**config.mk**
```make
export PLATFORM = sky130hd
export DESIGN_NAME = multicycle_sequencer
export DESIGN_NICKNAME = d
export VERILOG_FILES = /design/src/rtl/multicycle_sequencer.sv
export SDC_FILE = /design/constraint.sdc
export NUM_CORES = 1
export LEC_CHECK = 0
export CAP_MARGIN = 10
export CORE_MARGIN = 2
export CORE_UTILIZATION = 51
export CTS_BUF_LIST = sky130_fd_sc_hd__clkbuf_8 sky130_fd_sc_hd__clkbuf_16
export CTS_CLUSTER_DIAMETER = 40
export DETAILED_ROUTE_END_ITERATION = 6
export GPL_ROUTABILITY_DRIVEN = 0
export PLACE_DENSITY = 0.84
export RECOVER_POWER = 100
export SLEW_MARGIN = 0
export SYNTH_ARGS = -nofsm -noshare
export SYNTH_HDL_FRONTEND = slang
export SYNTH_SLANG_ARGS = --single-unit
```
**constraint.sdc**
```tcl
create_clock -name CLK -period 2.7 [get_ports CLK]
set_clock_uncertainty 0.2 [all_clocks]
set_input_delay 0.405 -clock CLK [delete_from_list [all_inputs] [get_ports CLK]]
set_output_delay 0.405 -clock CLK [all_outputs]
set_load 0.03 [all_outputs]
```
**src/rtl/multicycle_sequencer.sv**
```systemverilog
// Multicycle control sequencer: walks each instruction through fetch, decode,
// execute, memory and writeback, issuing memory/register/PC strobes and keeping counters.
module multicycle_sequencer #(
  parameter int CNT_W = 32
) (
  input  logic             CLK,
  input  logic             nRST,
  input  logic             ihit,
  input  logic             dhit,
  input  logic             cu_halt,
  input  logic             cu_dREN,
  input  logic             cu_dWEN,
  input  logic             cu_RegWrite,
  output logic             imemREN,
  output logic             dmemREN,
  output logic             dmemWEN,
  output logic             ir_en,
  output logic             mdr_en,
  output logic             rf_wen,
  output logic             pc_en,
  output logic             halt,
  output logic [2:0]       state,
  output logic [CNT_W-1:0] cycles,
  output logic [CNT_W-1:0] instret
);

  localparam logic [2:0] S_IFETCH = 3'd0;
  localparam logic [2:0] S_DECODE = 3'd1;
  localparam logic [2:0] S_EXEC   = 3'd2;
  localparam logic [2:0] S_MEMACC = 3'd3;
  localparam logic [2:0] S_WBACK  = 3'd4;
  localparam logic [2:0] S_HALTED = 3'd5;

  logic [2:0]       state_reg, state_next;
  logic             halt_reg;
  logic [CNT_W-1:0] cycles_reg, instret_reg;

  always_ff @(posedge CLK) begin
    if (!nRST) begin
      state_reg   <= S_IFETCH;
      halt_reg    <= 1'b0;
      cycles_reg  <= '0;
      instret_reg <= '0;
    end else begin
      state_reg <= state_next;
      halt_reg  <= (state_next == S_HALTED);
      if (state_reg != S_HALTED && cycles_reg != '1)
        cycles_reg <= cycles_reg + 1'b1;
      // pc_en marks retirement of exactly one instruction
      if (pc_en && instret_reg != '1)
        instret_reg <= instret_reg + 1'b1;
    end
  end

  always_comb begin
    state_next = state_reg;
    case (state_reg)
      S_IFETCH: if (ihit) state_next = S_DECODE;
      S_DECODE: state_next = cu_halt ? S_HALTED : S_EXEC;
      S_EXEC: begin
        if (cu_dREN || cu_dWEN) state_next = S_MEMACC;
        else if (cu_RegWrite)   state_next = S_WBACK;
        else                    state_next = S_IFETCH;
      end
      S_MEMACC: if (dhit) state_next = cu_dREN ? S_WBACK : S_IFETCH;
      S_WBACK:  state_next = S_IFETCH;
      S_HALTED: state_next = S_HALTED;
      default:  state_next = S_IFETCH;
    endcase
  end

  // Strobes are suppressed while reset is asserted so a coincident hit has no effect.
  always_comb begin
    imemREN = 1'b0;
    dmemREN = 1'b0;
    dmemWEN = 1'b0;
    ir_en   = 1'b0;
    mdr_en  = 1'b0;
    rf_wen  = 1'b0;
    pc_en   = 1'b0;
    if (nRST) begin
      case (state_reg)
        S_IFETCH: begin
          imemREN = 1'b1;
          ir_en   = ihit;
        end
        S_EXEC: pc_en = ~(cu_dREN | cu_dWEN | cu_RegWrite);
        S_MEMACC: begin
          dmemREN = cu_dREN;
          dmemWEN = cu_dWEN & ~cu_dREN;
          mdr_en  = dhit & cu_dREN;
          pc_en   = dhit & ~cu_dREN;
        end
        S_WBACK: begin
          rf_wen = 1'b1;
          pc_en  = 1'b1;
        end
        default: ;
      endcase
    end
  end

  assign halt    = halt_reg;
  assign state   = state_reg;
  assign cycles  = cycles_reg;
  assign instret = instret_reg;

endmodule
```
Word level (Yosys, flattened, before mapping)

Cells that the tools add are included.
W data, S select, Z words.

Bits in registers: 68
Bits in latches: 0
Memory bits (writable): 0
Bits in read-only memories: 0
Bits of input ports: 8
Output and inout port bits: 75
Word-level logic and storage cells: 47
Memories: 0

Add/sub/neg operators: 2
Multiply operators: 0
Div/mod/pow operators: 0
$lt $le $gt $ge: 0
Equality and inequality tests: 9
Shift-type cells: 0
Muxes and demuxes: 21
Bitwise operators: 7
Reductions and logical operators: 4

Operators with widths:

| cell                    | number |
|---|---|
| $add A32 B1 Y32 const B | 2 |
| $ne A32 B32 Y1 const B  | 2 |
| $mux W3                 | 6 |
| $pmux W3 S5             | 1 |
| $mux W1                 | 13 |
| $eq A3 B3 Y1 const B    | 3 |
| $eq A3 B2 Y1 const B    | 2 |
| $and A1 B1 Y1           | 3 |
| $eq A3 B1 Y1 const B    | 1 |
| $logic_not A3 Y1        | 1 |
| $ne A3 B3 Y1 const B    | 1 |
| $pmux W1 S3             | 1 |
| $logic_and A1 B1 Y1     | 2 |
| $not A1 Y1              | 2 |
| $or A1 B1 Y1            | 2 |
| $logic_or A1 B1 Y1      | 1 |

Depth between registers and ports, before layout

Depth in word-level cells: 6
Depth in mapped cells: 8
Mapped depth without buffers: 6

Worst setup path after synthesis

Ideal clock, no wire load.

Path kind: register to output
Start: register state_reg[2], in the netlist state[2]
End: output pc_en
Arrival: 2.514 ns
Data required time: 2.095 ns
Slack: -0.419 ns
Cell stages (with the launch flop): 7
Cell sequence: dfxtp_1 nor4bb_1 a31o_2 a21oi_2 clkbuf_1 buf_2 inv_1

Cells in the longest elaborated chain, start to end: 3
Elaborated cells between the ends (all ways): 5
Classes of those cells: 3 x eq/ne; 2 x mux

Ends and longest elaborated chain:

| item                                                | line | RTL |
|---|---|---|
| start, declared                                     | 34   | `logic [2:0] state_reg, state_next;` |
| start signal, assigned                              | 45   | `state_reg <= state_next;` |
| $eq A3 B3 Y1 / $eq A3 B2 Y1 (equally long branches) | 82   | `case (state_reg)` |
| $pmux W1 S3 *                                       | 82   |  |
| $mux W1 *                                           | 81   | `if (nRST) begin` |
| end, declared                                       | 20   | `output logic pc_en,` |

Mark *: on every way between the ends. The rest lies on a longest branch, timed or not.

Worst setup path in the final report

Start: input nRST
End: output ir_en

Cells in the longest elaborated chain, start to end: 1

Ends and longest elaborated chain:

| item            | line | RTL |
|---|---|---|
| start, declared | 7    | `input logic nRST,` |
| $mux W1         | 81   |  |
| end, declared   | 17   | `output logic ir_en,` |

No other way between the ends.

==> flow_metrics.tcl <==
set metrics [dict create \
    outcome "finished, final reports clean" \
    dr_total_vias 3858 \
    fp.dieH_um 88.6 \
    leakage_nw 1.74 \
    timing_hold_violations_final 0 \
    switching_share_pct 24.5 \
    endpoint_kind "primary output" \
    async_reset_ff_share_pct 0 \
    share_clk_of_total_power_pct 42.3 \
    route.detailed.drc 0 \
    drt_first_iter_violations 255 \
    synth.top_cells.by_area "dfxtp_1 37%, a21oi_1 5.1%, o31ai_1 4.9%" \
    syn-num-nets 448 \
    netlist.area_leader.share_pct 37.3 \
    synth-edff-count 0 \
    drt-vias-per-instance 6.20 \
    detail-route-antenna-nets 0 \
    period_minus_slack_ps 2580 \
    synth_seq_cells 68 \
    drt-pass1-iter-count 7 \
    worst_ir_drop_vdd_uv 330 \
    internal_power_w 0.00154 \
    area_growth_pct 30.7 \
    drt-wirelength-per-cell_um 15.3 \
    numPortBuffers 82 \
    antenna_cells_inserted 0 \
    cts.path.max_buffers 2 \
    clk_transition_reported_paths_ps 60 \
    first_pass_grt_wire_length_mm 15.7 \
    fin_worst_hold_slack_ps 301 \
    worst_setup_path_start_kind "input port" \
    tritoncts "yes" \
    cts_setup_buffers 0 \
    power.net_switching_w 0.000500 \
    grt_use_total_pct 24.8 \
    post_route_cells_drive_above_1_share_pct 9.32 \
    post_cts_resize_count 0 \
    yosys_warnings 0 \
    power_w 0.00204 \
    finalCritPeriodShare_pct 95.7 \
    worstSetupPathType "in2out" \
    final_max_slew_viol_count 0 \
    cts-buffers-inserted 9 \
    floorplan.io_pins 83 \
    fin_nets 531 \
    dp.final_hpwl_mm 6.64 \
    setup-violations-final 0 \
    timing_limited_maximum_frequency_mhz 387 \
    cap_viol_max_count 0 \
    final_standard_cell_utilization_of_the_core_pct 69.4 \
    holdCritPathClass "reg2reg" \
    synthFlopType "dfxtp_1" \
    row_count 30 \
    synth_top_cell_by_area "dfxtp_1" \
    powerDensity_mw_per_mm2 428 \
    rsz0062_at_grt "false" \
    htree_num_levels 3 \
    holdBufCountCts 0 \
    seqPwrFrac_pct 50.3 \
    max_slew.worst_pin.slew_ps 594 \
    maximum_number_of_pins_on_one_net_before_global_route_repair 56 \
    sequential_cell_area_fraction_in_the_yosys_report_pct 37.3 \
    worst-endpoint-arrival_ps 1980 \
    most-common-layout-cells "68 x dfxtp_1, 68 x dlygate4sd3_1, 37 x nand2_1, 37 x a21oi_1, 31 x nand3_1" \
    initial_utilization_pct 53.1 \
    floorplan.die.width_um 88.6 \
    synthDistinctLibCells 56 \
    syn_area_per_cell_um2 8.33 \
    ctsRootBufferMaster "clkbuf_8" \
    routed_wl_mm 9.55 \
    netlist_instances 438 \
    clk_latency_ps 340 \
    syn_area_mm2 0.00365 \
    relSlewSlack_pct 60.2 \
    core_area_mm2 0.00687 \
    crit_path_max_fanout 34 \
    dieArea_mm2 0.00785 \
    timing.setup.tns_ps 0 \
    power_frac_comb_pct 7.4 \
    via_count_of_the_first_global_routing_pass 3367 \
    critPathRequiredTime_ps 2100 \
    tritoncts_num_sinks 68 \
    leftover_overflow_at_the_end_of_global_routing 0 \
    initial_antenna_violation_count 0 \
]
-- routing by layer --
layer  track usage [%]  vias up  part of all wire [%]  wire (µm)
li1                  -     1844                     -          -
met1              33.0     1841                    43       4090
met2              41.4      162                    50       4730
met3              3.54       11                   6.5        616
met4              8.40        0                   1.2        110
met5                 0        -                     0          0
-- cells in the mapped netlist, drive strengths merged, types with 4 or more instances --
master,instances
dfxtp,68
a21oi,38
nand2,37
nand3,31
o31ai,25
or4,25
nor2,23
nand4,19
o21ai,17
inv,15
clkbuf,14
mux2i,12
or3,12
buf,11
nor4,10
nand2b,9
and3,8
nor3,7
and4,6
xor2,6
o211ai,5
and2,4
-- path summary, 6_finish.rpt --
path,cells after the start,to,slack [ps],from
max,6,ir_en,120,nRST
min,2,instret[18]$_SDFFE_PN0P_,300,instret[18]$_SDFFE_PN0P_
max reg2reg,5,cycles[31]$_SDFFE_PN0P_,170,cycles[17]$_SDFFE_PN0P_
min reg2reg,2,instret[18]$_SDFFE_PN0P_,300,instret[18]$_SDFFE_PN0P_
-- logic make-up (layout without fill, tap and decap cells) --
| group | after synthesis | after routing | share of synthesized area [%] |
|---|---|---|---|
| simple gates | 203 | 203 | 32.8 |
| xor+xnor | 9 | 9 | 2.16 |
| compound gates | 104 | 104 | 19.1 |
| flops | 68 | 68 | 37.3 |
| buf+inv | 40 | 128 | 4.63 |
| fa+ha+maj | 2 | 2 | 0.686 |
| mux | 12 | 12 | 3.29 |
-- power by group through the flow --
stage	clock, W	combinational [W]	sequential (W)
6_report	0.000863	0.000152	0.00103
5_1_grt	0.000916	0.000163	0.00103
4_1_cts	0.000872	0.000156	0.00103
3_5_place_dp	0	0.000155	0.00105
3_3_place_gp	0	0.000153	0.00105
2_1_floorplan	0	0.0000782	0.00106
-- critical path, cell delays in order --
cell and delay [ps]:
clkdlybuf4s50_1 500, buf_4 360, nand2_1 180, nor3_1 220, and2_1 160, buf_4 150
-- cell type report --
type                            instances  area (µm²)
Clock inverter                          5        51.3
Fill cell                             555        2100
Sequential cell                        68        1360
Inverter                               15        56.3
Clock buffer                           11         151
Timing Repair Buffer                   97         911
Tap cell                               96         120
Multi-Input combinational cell        330        2120
-- stage by stage --
step / std cells / cell area [µm²] / setup slack (ps)
detailed placement: 606 / 4610 / 120
finish: 622 / 4770 / 115
floorplan: 438 / 3660 / 111
global placement: 606 / 4610 / 178
global route: 622 / 4770 / 9.94
CTS: 622 / 4810 / 117
No activity file was read; power rests on OpenSTA's default activity.
==> RTL change 1 (config.mk and constraints unchanged) <==
The parameter `CNT_W` goes from 32 to 28.
--- a/src/rtl/multicycle_sequencer.sv
+++ b/src/rtl/multicycle_sequencer.sv
@@ -1,7 +1,7 @@
 // Multicycle control sequencer: walks each instruction through fetch, decode,
 // execute, memory and writeback, issuing memory/register/PC strobes and keeping counters.
 module multicycle_sequencer #(
-  parameter int CNT_W = 32
+  parameter int CNT_W = 28
 ) (
   input  logic             CLK,
   input  logic             nRST,
Ports: changed (resized cycles and instret); port bits go from 83 to 75. No check against the original RTL was run, so the function may have changed too.
==> RTL change 1 against the original RTL <==
- power is 8.9% lower
- sequential cell count is 8 lower
- final area is 13% lower
- worst setup slack better by 0.011 ns
- wire length is 12% lower
- count of clock-buffer cells in the layout is 3 higher
- clock power is 7.8% lower
- non-clock buffer count is 7 lower
- worst hold slack better by 0.0057 ns
- register-to-register slack worse by 0.04 ns
- synthesized area is 13% lower
- critical path depth stayed put
==> RTL change 1: results (changes against the original RTL) <==
Synthesis
  • Synth top cells by count: dfxtp_1 (60), a21oi_1 (38), nand2_1 (33) (was dfxtp_1 (68), a21oi_1 (37), nand2_1 (37))
  • Synth top area cells: dfxtp_1 (38%), a21oi_1 (6.0%), o31ai_1 (5.2%), or4_1 (4.5%), nand4_1 (4.1%) (was dfxtp_1 (37%), a21oi_1 (5.1%), o31ai_1 (4.9%), or4_1 (4.9%), nand3_1 (4.3%))
  • Syn Inst Count: 384 (was 438)
  • Most used flip-flop cell after synthesis: dfxtp_1 (unchanged)
  • Synth cell types: 49 (was 56)
  • Post-synthesis net count: 394 (was 448)
  • Sequential area share after synthesis: 37.9% (was 37.3%)

Final layout
  • Non-filler instance count after layout: 546 (was 622)
  • Fillers: 500 (was 555)
  • Proportion of layout cells with a drive suffix above 1: 8.70% (was 9.32%)
  • # diodes: 0 (unchanged)
  • Nets: 476 (was 531)

Global routing
  • Total track usage: 24.5% (was 24.8%)
  • First-pass GRT wire length: 14.2 mm (was 15.7 mm)
  • Largest net degree at the start of global routing: 26 (was 56)
  • Vias in the first global route: 3133 (was 3367)
  • Initial antenna violation count: 0 (unchanged)

Outcome
  • Outcome: finished, final reports clean (unchanged)

Worst hold path
  • Hold path endpoint: cycles[14] (was instret[18])
  • Worst hold path startpoint: cycles[14] (was instret[18])

Worst setup path
  • Critical path origin: instret[6] (was nRST)
  • Worst-case reg-to-reg path depth: 6 (was 5)
  • Crit-path max FO: 12 (was 34)
  • Family with the most delay on the worst path: simple AND/OR/NAND/NOR gates (was buffers and inverters)
  • Crit path kind: reg2reg (was in2out)
  • R2r setup slk: 0.13 ns (was 0.17 ns)
  • Crit path DAT: 2.64 ns (was 1.98 ns)
  • R2R Path End: instret[23] (was cycles[31])
  • Worst path slowest cell: or4_1 (was clkdlybuf4s50_1)

Placed design
  • Setup WS pre-CTS: 0.0188 ns (was 0.120 ns)
  • Post-DP HPWL: 5.90 mm (was 6.64 mm)
  • Port Buf Inserts: 74 (was 82)
  • Placed cell count: 530 (was 606)
  • DP Area: 4000 um2 (was 4610 um2)

Power
  • Pleak: 1.51 nW (was 1.74 nW)
  • Switching portion of total power: 24.2% (was 24.5%)
  • Peak VDD IR: 0.334 mV (was 0.330 mV)

Route
  • DRT Pass-1 Iters: 4 (was 7)
  • Drt total wl: 8.37 mm (was 9.55 mm)
  • Vias per cell: 6.16 (was 6.20)
  • Initial DRC Count: 165 (was 255)

Clock network
  • CTS buffer count: 9 (unchanged)
  • Hold-fix buffers, CTS: 0 (unchanged)
  • PostCTS Resize Cnt: 0 (unchanged)

STA
  • Max transition margin: 62.5% (was 60.2%)
  • Final Max Tran Viols: 0 (unchanged)
RTL change 1: worst min-delay path: stages, from the launching register on:
cell and delay (ns):
dfxtp_1 0.33, o21ai_0 0.07, a21oi_1 0.06
RTL change 1: cells by family (layout without fill, tap and decap cells):
group / count (synthesis) / count (layout) / share of synthesized area [%]
AOI/OAI and AO/OA: 98 / 98 / 19.5
xor gates and xnor gates: 7 / 7 / 1.93
adders and majority gates: 2 / 2 / 0.789
buffers and inverters: 27 / 114 / 4.50
DFF: 60 / 60 / 37.9
muxes: 6 / 6 / 1.89
and+or+nand+nor: 184 / 184 / 33.6
RTL change 1: stage by stage:
step	hold WS, ns	utilization (%)
global placement	0.276	67.1
floorplan	0.345	-
global route	0.321	69.6
finish	0.307	69.6
detailed placement	0.297	67.1
CTS	0.310	70.5
RTL change 1: worst max-delay path by stage:
| stage | to | slack (ns) |
|---|---|---|
| after floorplan | pc_en | 0.22 |
| after global routing | pc_en | 0.06 |
| after CTS | pc_en | 0.15 |
| after detailed placement | instret[23] | 0.02 |
| after global placement | instret[23] | 0.09 |
| final | instret[23] | 0.13 |
RTL change 1: metal layers:
layer | up-vias | part of all wire, % | wire (um) | GRT usage [%]
li1 | 1617 | - | - | -
met1 | 1614 | 45 | 3810 | 31.2
met2 | 131 | 48 | 4030 | 40.7
met3 | 2 | 6.2 | 516 | 7.36
met4 | 0 | 0.18 | 15 | 6.11
met5 | - | 0 | 0 | 0
RTL change 1: final cells by class:
type / instances / area (um2) / area share (%)
tap: 75 / 93.8 / 2.26
clock inverter: 2 / 7.51 / 0.181
sequential: 60 / 1200 / 29.0
inverter: 8 / 30.0 / 0.724
multi-input combinational: 297 / 1810 / 43.6
timing repair buffer: 90 / 813 / 19.6
clock buffer: 14 / 193 / 4.65
RTL change 1: power groups by stage:
stage | logic [mW] | clock network, mW | registers, mW
final | 0.160 | 0.796 | 0.905
after global routing | 0.172 | 0.859 | 0.906
after CTS | 0.166 | 0.805 | 0.905
after detailed placement | 0.166 | 0 | 0.925
after global placement | 0.163 | 0 | 0.924
after floorplan | 0.0833 | 0 | 0.943
==> RTL change 2 (config.mk and constraints unchanged) <==
Made on the original files. Make the reset (`nRST`) asynchronous in one clocked block.
--- a/src/rtl/multicycle_sequencer.sv
+++ b/src/rtl/multicycle_sequencer.sv
@@ -35,7 +35,7 @@
   logic             halt_reg;
   logic [CNT_W-1:0] cycles_reg, instret_reg;
 
-  always_ff @(posedge CLK) begin
+  always_ff @(posedge CLK or negedge nRST) begin
     if (!nRST) begin
       state_reg   <= S_IFETCH;
       halt_reg    <= 1'b0;
Formal check against the unedited RTL: differs if nRST is asserted again (counterexample within 4 cycles, from zero or initial values and one cycle with nRST low); with nRST held inactive, the same outputs for 10 cycles.
==> RTL change 2 against the original RTL <==
- the run now ends with design-rule violations left
- final area shrank 5.1%
- worst setup slack gained 0.061 ns
- via count shrank 25%
- sequential cell count is the same
- synthesized area shrank 6.3%
- worst hold slack lost 0.014 ns
- synthesized cell count shrank 26%
- final cell count shrank 19%
- wire length shrank 19%
- die area shrank 6.1%
- critical path type is now reg2out
- largest cell class is now flip-flops and latches
Power is not compared: it rests on default switching activity, and its combinational part moved more than twofold at a synthesized area within 25%.
==> RTL change 2: results (changes against the original RTL) <==
Synthesis
  • Synth cell types: 41 (was 56)
  • Post-Synth XOR/XNOR Area: 14.9% (was 2.16%)
  • Sequential area share after synthesis: 49.8% (was 37.3%)
  • Multiplexer share of the synthesized area: 1.32% (was 3.29%)
  • FFs w/ async S/R, synth: 100% (was 0%)
  • Synth top cells by count: dfrtp_1 (68), xnor2_1 (54), nand3_1 (41) (was dfxtp_1 (68), a21oi_1 (37), nand2_1 (37))
  • Synth Area in Compound Gates: 4.17% (was 19.1%)
  • Synth top area cells: dfrtp_1 (50%), xnor2_1 (14%), nand3_1 (6.0%), nand4_1 (5.5%), and3_1 (2.7%) (was dfxtp_1 (37%), a21oi_1 (5.1%), o31ai_1 (4.9%), or4_1 (4.9%), nand3_1 (4.3%))
  • Post-synthesis net count: 334 (was 448)
  • Post-Synth Adder-Cell Area: 0.732% (was 0.686%)

Placed design
  • Port Buf Inserts: 82 (unchanged)
  • DP Area: 4370 um2 (was 4610 um2)
  • Post-DP HPWL: 5.63 mm (was 6.64 mm)

Final layout
  • Fillers: 481 (was 555)
  • Proportion of layout cells with a drive suffix above 1: 7.96% (was 9.32%)
  • Nets: 434 (was 531)
  • Final Cell Area: 4530 um2 (was 4770 um2)

Route
  • DRT Pass-1 Iters: 6 (was 7)
  • Vias per cell: 5.77 (was 6.20)
  • Initial DRC Count: 148 (was 255)
  • # DRC: 6 (was 0)
  • Drt total wl: 7.76 mm (was 9.55 mm)

Global routing
  • Routing usage on met3: 5.49% (was 3.54%)
  • First-pass GRT wire length: 13.5 mm (was 15.7 mm)
  • Largest net degree at the start of global routing: 36 (was 56)
  • Total track usage: 23.0% (was 24.8%)
  • GR Util met1: 29.1% (was 33.0%)
  • Met2 Use GR: 38.3% (was 41.4%)
  • Vias in the first global route: 2949 (was 3367)

Worst hold path
  • HP Class: reg2reg (unchanged)

Power
  • Total power: a little under 3 mW
  • Sequential Power Share: between 40% and 50%

Worst setup path
  • Crit-path max FO: 9 (was 34)
  • Worst path slowest cell: dfrtp_1 (was clkdlybuf4s50_1)
  • Crit path DAT: 1.92 ns (was 1.98 ns)
  • Crit path largest cell delay: 0.47 ns (was 0.50 ns)
  • R2r setup slk: 0.25 ns (was 0.17 ns)
  • Family with the most delay on the worst path: simple AND/OR/NAND/NOR gates (was buffers and inverters)

STA
  • Tightest Pin Transition: 0.893 ns (was 0.594 ns)

Outcome
  • Outcome: finished with violations (was finished, final reports clean)
  • Failing checks: design-rule violations
-- RTL change 2: final cells by class --
cell class              instances  area share, %
flip-flops and latches         68           37.6
multi-input cells             247           36.7
repair buffers                 94           19.0
clock buffers                  11           3.35
well taps                      77           2.13
clock inverters                 3          0.857
inverters                       4          0.332
-- RTL change 2: kinds of logic after synthesis --
family,count (synthesis)
AND/OR/NAND/NOR,167
flip-flops,68
XOR/XNOR,58
AO/OA/AOI/OAI,16
buffers and inverters,9
multiplexers,4
adder cells (fa/ha/maj),2
-- RTL change 2: stage by stage --
stage | std cells | hold slack, ns | setup WS (ns)
global route | 504 | 0.310 | 0.0303
finish | 504 | 0.287 | 0.177
floorplan | 324 | -0.0906 | 0.287
CTS | 504 | 0.299 | 0.150
global placement | 488 | 0.276 | 0.218
detailed placement | 488 | 0.289 | 0.184
-- RTL change 2: timing repair --
| item | 4_1_cts | 5_1_grt |
|---|---|---|
| hold endpoints to repair | 16 | 0 |
| setup buffers | 0 | 0 |
| hold buffers | 2 | 0 |
-- RTL change 2: per-layer routing --
metal / part of all wire, % / up-vias
met4: 1.6 / 0
met3: 5.7 / 14
met5: 0 / -
met2: 49 / 105
met1: 44 / 1408
li1: - / 1382
-- RTL change 2: path summary, 6_finish.rpt --
check,startpoint,depth (start not counted),to
setup / recovery,state[0],4,pc_en
hold / removal,instret[28],1,instret[28]
setup reg to reg,cycles[2],5,cycles[20]
hold reg to reg,instret[28],1,instret[28]
max in group asynchronous,nRST,3,instret[26]
min in group asynchronous,nRST,3,state[0]
